## config.mk

```make
export PLATFORM = sky130hd
export DESIGN_NAME = updown_bound_counter_flat
export DESIGN_NICKNAME = d
export VERILOG_FILES = /design/src/rtl/updown_bound_counter_if.sv /design/src/rtl/updown_bound_counter.sv /design/src/flat_wrapper.sv
export SDC_FILE = /design/constraint.sdc
export NUM_CORES = 1
export LEC_CHECK = 0
export CORE_ASPECT_RATIO = 2
export CORE_MARGIN = 4
export CORE_UTILIZATION = 52
export DETAILED_ROUTE_END_ITERATION = 10
export GPL_TIMING_DRIVEN = 0
export PLACE_DENSITY = 0.81
export REMOVE_ABC_BUFFERS = 1
export SLEW_MARGIN = 20
export SYNTH_ARGS = -nofsm -noshare
export SYNTH_HDL_FRONTEND = slang
export SYNTH_SLANG_ARGS = --single-unit
export TNS_END_PERCENT = 50
```

## constraint.sdc

```tcl
create_clock -name clk -period 4.75 [get_ports clk]
set_input_delay 0.475 -clock clk [delete_from_list [all_inputs] [get_ports clk]]
set_output_delay 0.475 -clock clk [all_outputs]
set_load 0.005 [all_outputs]
```

## src/rtl/updown_bound_counter_if.sv

```systemverilog
// Control/status bundle for updown_bound_counter: stepping controls, bounds and counter outputs.
// The master drives the controls and observes the count; the counter owns the slave side.
interface updown_bound_counter_if #(
  parameter int COUNT_BIT = 8,
  parameter int STEP_BIT  = 4
);
  logic                 clr;
  logic                 load;
  logic [COUNT_BIT-1:0] load_val;
  logic                 en;
  logic                 mode;
  logic [STEP_BIT-1:0]  step;
  logic [COUNT_BIT-1:0] lim_lo;
  logic [COUNT_BIT-1:0] lim_hi;
  logic                 wrap;
  logic [COUNT_BIT-1:0] cnt_o;
  logic                 tc_o;
  logic                 at_hi_o;
  logic                 at_lo_o;

  modport master (
    output clr, load, load_val, en, mode, step, lim_lo, lim_hi, wrap,
    input  cnt_o, tc_o, at_hi_o, at_lo_o
  );

  modport slave (
    input  clr, load, load_val, en, mode, step, lim_lo, lim_hi, wrap,
    output cnt_o, tc_o, at_hi_o, at_lo_o
  );
endinterface

```

## src/rtl/updown_bound_counter.sv

```systemverilog
// Up/down counter with programmable step and inclusive bounds, wrap or saturate on crossing,
// and a registered terminal-count pulse aligned with the count update that caused it.
module updown_bound_counter #(
  parameter int COUNT_BIT = 8,
  parameter int STEP_BIT  = 4
) (
  input logic                  clk,
  input logic                  rst_n,
  updown_bound_counter_if.slave bus
);

  logic [COUNT_BIT-1:0] cnt_q, cnt_d;
  logic                 tc_q, tc_d;
  logic [COUNT_BIT:0]   step_x;
  logic [COUNT_BIT:0]   sum_up;
  logic [COUNT_BIT:0]   diff_dn;
  logic                 evt_up;
  logic                 evt_dn;

  // One extra bit on both paths: carry out of the sum and borrow out of the difference
  // both count as crossing, so no aliasing at the ends of the range.
  assign step_x  = {{(COUNT_BIT + 1 - STEP_BIT){1'b0}}, bus.step};
  assign sum_up  = {1'b0, cnt_q} + step_x;
  assign diff_dn = {1'b0, cnt_q} - step_x;
  assign evt_up  = sum_up > {1'b0, bus.lim_hi};
  assign evt_dn  = diff_dn[COUNT_BIT] || (diff_dn[COUNT_BIT-1:0] < bus.lim_lo);

  always_comb begin
    cnt_d = cnt_q;
    tc_d  = 1'b0;
    if (bus.clr) begin
      cnt_d = '0;
    end else if (bus.load) begin
      cnt_d = bus.load_val;
    end else if (bus.en) begin
      if (bus.mode) begin
        if (evt_up) begin
          cnt_d = bus.wrap ? bus.lim_lo : bus.lim_hi;
          tc_d  = 1'b1;
        end else begin
          cnt_d = sum_up[COUNT_BIT-1:0];
        end
      end else begin
        if (evt_dn) begin
          cnt_d = bus.wrap ? bus.lim_hi : bus.lim_lo;
          tc_d  = 1'b1;
        end else begin
          cnt_d = diff_dn[COUNT_BIT-1:0];
        end
      end
    end
  end

  always_ff @(posedge clk or negedge rst_n) begin
    if (!rst_n) begin
      cnt_q <= '0;
      tc_q  <= 1'b0;
    end else begin
      cnt_q <= cnt_d;
      tc_q  <= tc_d;
    end
  end

  assign bus.cnt_o   = cnt_q;
  assign bus.tc_o    = tc_q;
  assign bus.at_hi_o = (cnt_q == bus.lim_hi);
  assign bus.at_lo_o = (cnt_q == bus.lim_lo);

endmodule

```

## src/flat_wrapper.sv

```systemverilog
// flat-port wrapper written by rule: the top's interface ports become plain ports
module updown_bound_counter_flat 
#(
  parameter int COUNT_BIT = 8,
  parameter int STEP_BIT  = 4
)
  (clk, rst_n, bus_clr, bus_load, bus_load_val, bus_en, bus_mode, bus_step, bus_lim_lo, bus_lim_hi, bus_wrap, bus_cnt_o, bus_tc_o, bus_at_hi_o, bus_at_lo_o);
  updown_bound_counter_if #(.COUNT_BIT(COUNT_BIT), .STEP_BIT(STEP_BIT)) bus_i ();
  input logic clk;
  input logic rst_n;
  input wire logic [$bits(bus_i.clr)-1:0] bus_clr;
  input wire logic [$bits(bus_i.load)-1:0] bus_load;
  input wire logic [$bits(bus_i.load_val)-1:0] bus_load_val;
  input wire logic [$bits(bus_i.en)-1:0] bus_en;
  input wire logic [$bits(bus_i.mode)-1:0] bus_mode;
  input wire logic [$bits(bus_i.step)-1:0] bus_step;
  input wire logic [$bits(bus_i.lim_lo)-1:0] bus_lim_lo;
  input wire logic [$bits(bus_i.lim_hi)-1:0] bus_lim_hi;
  input wire logic [$bits(bus_i.wrap)-1:0] bus_wrap;
  output wire logic [$bits(bus_i.cnt_o)-1:0] bus_cnt_o;
  output wire logic [$bits(bus_i.tc_o)-1:0] bus_tc_o;
  output wire logic [$bits(bus_i.at_hi_o)-1:0] bus_at_hi_o;
  output wire logic [$bits(bus_i.at_lo_o)-1:0] bus_at_lo_o;
  assign bus_i.clr = bus_clr;
  assign bus_i.load = bus_load;
  assign bus_i.load_val = bus_load_val;
  assign bus_i.en = bus_en;
  assign bus_i.mode = bus_mode;
  assign bus_i.step = bus_step;
  assign bus_i.lim_lo = bus_lim_lo;
  assign bus_i.lim_hi = bus_lim_hi;
  assign bus_i.wrap = bus_wrap;
  assign bus_cnt_o = bus_i.cnt_o;
  assign bus_tc_o = bus_i.tc_o;
  assign bus_at_hi_o = bus_i.at_hi_o;
  assign bus_at_lo_o = bus_i.at_lo_o;
  updown_bound_counter #(.COUNT_BIT(COUNT_BIT), .STEP_BIT(STEP_BIT)) u_core (.clk(clk), .rst_n(rst_n), .bus(bus_i));
endmodule
```

=== Word-level counts from Yosys, hierarchy flattened ===
Cells that the tools add are included.

* Input port bits: 35
* Output and inout port bits: 11
* Word-level logic and storage cells: 24
* Register bits: 9

* $lt $le $gt $ge: 2
* Equality and inequality tests: 2
* Reductions and logical operators: 2
* $add $sub $neg: 2
* Multiplexer cells: 14

{| class="wikitable"
|+ Operator list
! cell !! number
|-
| 2-to-1 mux 8 bit || 8
|-
| equality test 8 bit || 2
|-
| adder 8 x 4 -> 9 bit || 1
|-
| greater-than comparator 9 x 8 -> 1 bit || 1
|-
| subtractor 8 x 4 -> 9 bit || 1
|-
| less-than comparator 8 bit || 1
|-
| 2-to-1 mux 1 bit || 6
|-
| nonzero test 3 bit || 1
|-
| logical OR 1 bit || 1
|}

=== Depth between registers and ports, before layout ===
* Depth in word-level cells: 8
* Gate-level depth with buffers: 14
* Depth with buffers taken out: 14

=== Worst setup path after synthesis ===
Ideal clock, no wire load.

* Kind: input port to flip-flop
* Start point: input port bus_step[2]
* End point: register u_core.cnt_q[6] (netlist: u_core.bus.cnt_o[6])
* Cell stages on the path: 14
* Data required time: 4.608 ns
* Path slack: 1.321 ns
* Data arrival time: 3.286 ns
* Library setup time: 0.142 ns
* Buffers on the path: 1
* Cell sequence: inv_1 > ha_1 > buf_6 > or3b_4 > a31oi_2 > o21ai_1 > xnor2_1 > ha_1 > and3_1 > a221o_1 > o22ai_2 > nand2_2 > a221oi_1 > o32ai_2

* Cells in the longest elaborated chain, start to end: 8
* Elaborated cells on any way between the ends: 11
* Those cells by class: 2 x add/sub; 2 x order compare; 6 x mux; 1 x reduce/logical

{| class="wikitable"
|+ Ends and longest elaborated chain
! element !! line !! source
|-
| start, declared || flat_wrapper.sv:16 || <nowiki>input wire logic [$bits(bus_i.step)-1:0] bus_step;</nowiki>
|-
| subtractor 8 x 4 -> 9 bit || updown_bound_counter.sv:24 || <nowiki>assign diff_dn = {1'b0, cnt_q} - step_x;</nowiki>
|-
| less-than comparator 8 bit || updown_bound_counter.sv:26 || <nowiki>assign evt_dn = diff_dn[COUNT_BIT] || (diff_dn[COUNT_BIT-1:0] < bus.lim_lo);</nowiki>
|-
| logical OR 1 bit || updown_bound_counter.sv:26 ||
|-
| 2-to-1 mux 8 bit || updown_bound_counter.sv:44 || <nowiki>if (evt_dn) begin</nowiki>
|-
| 2-to-1 mux 8 bit (*) || updown_bound_counter.sv:36 || <nowiki>if (bus.mode) begin</nowiki>
|-
| 2-to-1 mux 8 bit (*) || updown_bound_counter.sv:35 || <nowiki>end else if (bus.en) begin</nowiki>
|-
| 2-to-1 mux 8 bit (*) || updown_bound_counter.sv:33 || <nowiki>end else if (bus.load) begin</nowiki>
|-
| 2-to-1 mux 8 bit (*) || updown_bound_counter.sv:31 || <nowiki>if (bus.clr) begin</nowiki>
|-
| end signal, assigned || updown_bound_counter.sv:59 || <nowiki>cnt_q <= cnt_d;</nowiki>
|-
| end, declared || updown_bound_counter.sv:12 || <nowiki>logic [COUNT_BIT-1:0] cnt_q, cnt_d;</nowiki>
|}

Every way passes the cells marked *; elsewhere a longest branch is shown, timed or not. The select of a mux whose other input is x is not followed.
A chain may end at the register's enable or synchronous reset.

=== Worst setup path after layout ===
Same ends and word-level chain as after synthesis.

==> metrics <==
run status=finished, final reports clean; post-DR vias/cell=6.15; row cnt=32; Slew Limit Fails=0; cell types occupying the most area after synthesis=ha_1 (14%), dfrtp_1 (11%), xnor2_1 (9.4%), nand2_1 (5.1%), inv_1 (4.6%); fraction of power consumed by combinational cells=0.719; RSZ-0062 raised after global routing=false; routability congestion estimate from global placement=1.01; required arrival time at the worst endpoint=4840 ps; most common cell after layout, fill and taps aside=clkdlybuf4s50_1; final net count=359; mean cell area of the mapped netlist=7.81 um^2; antenna violations before repair=0; drt pass-1 iters=4; register bit total from synthesis=9; CTS Buffer Depth=2; floorplan die area=5100 um^2; total power per unit cell area=306 nW/um^2; clock insertion delay at the later pin of the skew report=240 ps; chip height=97.0 um; Antenna Violating Nets Remaining=0; Slew HR=0.376; switching power as a share of total power=0.493; count of buffers inserted at the top-level ports=45; Clk Tree Root Cell=clkbuf_8; sum of negative setup slack=0 ps; number of different library cells in the post-synthesis netlist=59; ANT cells=0; commonest non-fill, non-tap cells in the layout=clkdlybuf4s50_1 (45), nand2_1 (28), inv_1 (25); H-tree depth reported by CTS=1; power share of the clock group=0.121; starting utilization of the core area=0.536; Area growth, synth to finish=23.7%; global-route wire length before repair=10400 um; internal power=395 uW; number of gates resized after cts=0; post-synthesis cell count=264; register clock-pin slew on the reported worst setup and hold paths=50 ps; CP Max Fanout=8; Via Count=2147; DRC violation count after routing=0; Synth top area share=0.140; Post-CTS Setup Bufs=0; arrival time at the worst endpoint=4410 ps; Worst Tran Pin Value=933 ps; highest clock rate=231 MHz; crit share post-route=0.911; Die X-Extent=52.5 um; Crit. End Element=flip-flop; clock sink count=9; switching pwr=385 uW; setup violators final=0; number of endpoints with negative hold slack in the final report=0; vias in the first global route=2237; final-layout fill cell count=361; worst hold margin=538 ps; WL per Instance=18.2 um; number of buffers created by CTS=3; pin count of the biggest net entering global routing=25; hold-fix buffers at CTS=0; Pleak=1.09 nW; number of warnings issued by yosys=0; Max-Cap Viols=0; Detail Placement HPWL=5250 um; sequential cell area fraction in the yosys report=0.109; type of element launching the critical path=input port; Clock Skews=6.36 ps; core area=3840 um^2; total length of routed wires=6360 um; type of the worst setup path=in -> reg; most frequently used flop master after synthesis=dfrtp_1; number of I/O pins=46; global-route total usage across every layer=0.268; EDFF count, synth=0; Power, Total=780 uW; Seq pwr share=0.160; Synth async-reset ratio=1.00; DRC marker count from the first detailed-route iteration=47; gr ovfl total=0; Post-Syn Area=2060 um^2; worst vdd rail ir drop=210 uV; fraction of layout instances using a drive strength above 1=0.0738; min cycle time layout=4330 ps; class of the tightest hold or removal check=in -> async; post-synthesis cell type with the largest combined area=ha_1; TritonCTS clock tree=built
==> cells by family after synthesis <==
group / Yosys count / synth area share
AO/OA/AOI/OAI: 82 / 0.319
XOR/XNOR: 28 / 0.123
adder cells (fa/ha/maj): 25 / 0.159
buffers and inverters: 41 / 0.0820
flip-flops: 9 / 0.109
multiplexers: 8 / 0.0401
AND/OR/NAND/NOR: 71 / 0.168
==> final cells by class <==
class	instances	area (um^2)	area share
multi-input cells	214	1670	0.654
repair buffers	45	450	0.177
flip-flops and latches	9	225	0.0884
inverters	26	97.6	0.0383
well taps	51	63.8	0.0250
clock buffers	4	45.0	0.0177
==> flip-flops by register name, indices dropped and copies added (netlist names) <==
signal and count:
u_core.bus.tc_o 1, u_core.bus.cnt_o 8
==> cell usage after synthesis (3+ instances only) <==
master     count
inv_1         25
o211ai_1       9
o21ai_1        3
nand4_1        4
clkbuf_1       8
xnor2_1       22
a21o_1        12
nor2_1        11
nand2_1       28
mux2i_1        6
o21ai_0        4
a21oi_1       17
xor2_1         5
o221ai_1       5
nand3_1        7
nand2b_1       5
dfrtp_1        9
o2111ai_1      3
nor3_1         4
a21boi_0       3
ha_1          23
buf_2          6
==> through the flow <==
step,util,setup WS (ps),cell area (um^2),instances
floorplan,-,1340,1990,249
global route,0.663,273,2550,349
CTS,0.663,440,2550,349
finish,0.663,424,2550,349
global placement,0.651,221,2500,345
detailed placement,0.651,212,2500,345
==> power by group through the flow <==
stage	Combinational (mW)	Sequential, mW	Clock [mW]
after floorplan	0.380	0.117	0
after CTS	0.555	0.124	0.0913
after detailed placement	0.550	0.125	0
after global routing	0.614	0.128	0.0981
final	0.561	0.125	0.0940
after global placement	0.539	0.125	0
==> final timing paths <==
kind | from | end | slack, ps | depth (start not counted)
worst max-delay path | bus_step[2] | u_core.bus.cnt_o[6]$_DFFE_PN0P_ | 420 | 14
worst min-delay path | rst_n | u_core.bus.cnt_o[7]$_DFFE_PN0P_ | 540 | 1
worst max register to register | u_core.bus.cnt_o[2]$_DFFE_PN0P_ | u_core.bus.cnt_o[6]$_DFFE_PN0P_ | 630 | 12
worst min register to register | u_core.bus.cnt_o[0]$_DFFE_PN0P_ | u_core.bus.cnt_o[0]$_DFFE_PN0P_ | 800 | 3
max in group asynchronous | rst_n | u_core.bus.cnt_o[2]$_DFFE_PN0P_ | 3910 | 1
min in group clk | u_core.bus.cnt_o[0]$_DFFE_PN0P_ | u_core.bus.cnt_o[0]$_DFFE_PN0P_ | 800 | 3
==> worst max-delay path, stage by stage <==
cell,delay (ps)
clkdlybuf4s50_1,470
inv_1,50
ha_1,400
or3b_4,460
a31oi_2,230
o21ai_1,100
xnor2_1,250
ha_1,270
and3_1,210
a221o_1,370
o22ai_2,280
nand2_2,200
a221oi_1,500
o32ai_2,150
==> per-layer routing <==
| layer | GRT usage | wire (um) |
|---|---|---|
| met1 | 0.277 | 2210 |
| met2 | 0.471 | 3390 |
| met3 | 0.0277 | 267 |
| met4 | 0.181 | 486 |
| met5 | 0 | 0 |
No activity file was read; power rests on OpenSTA's default activity.
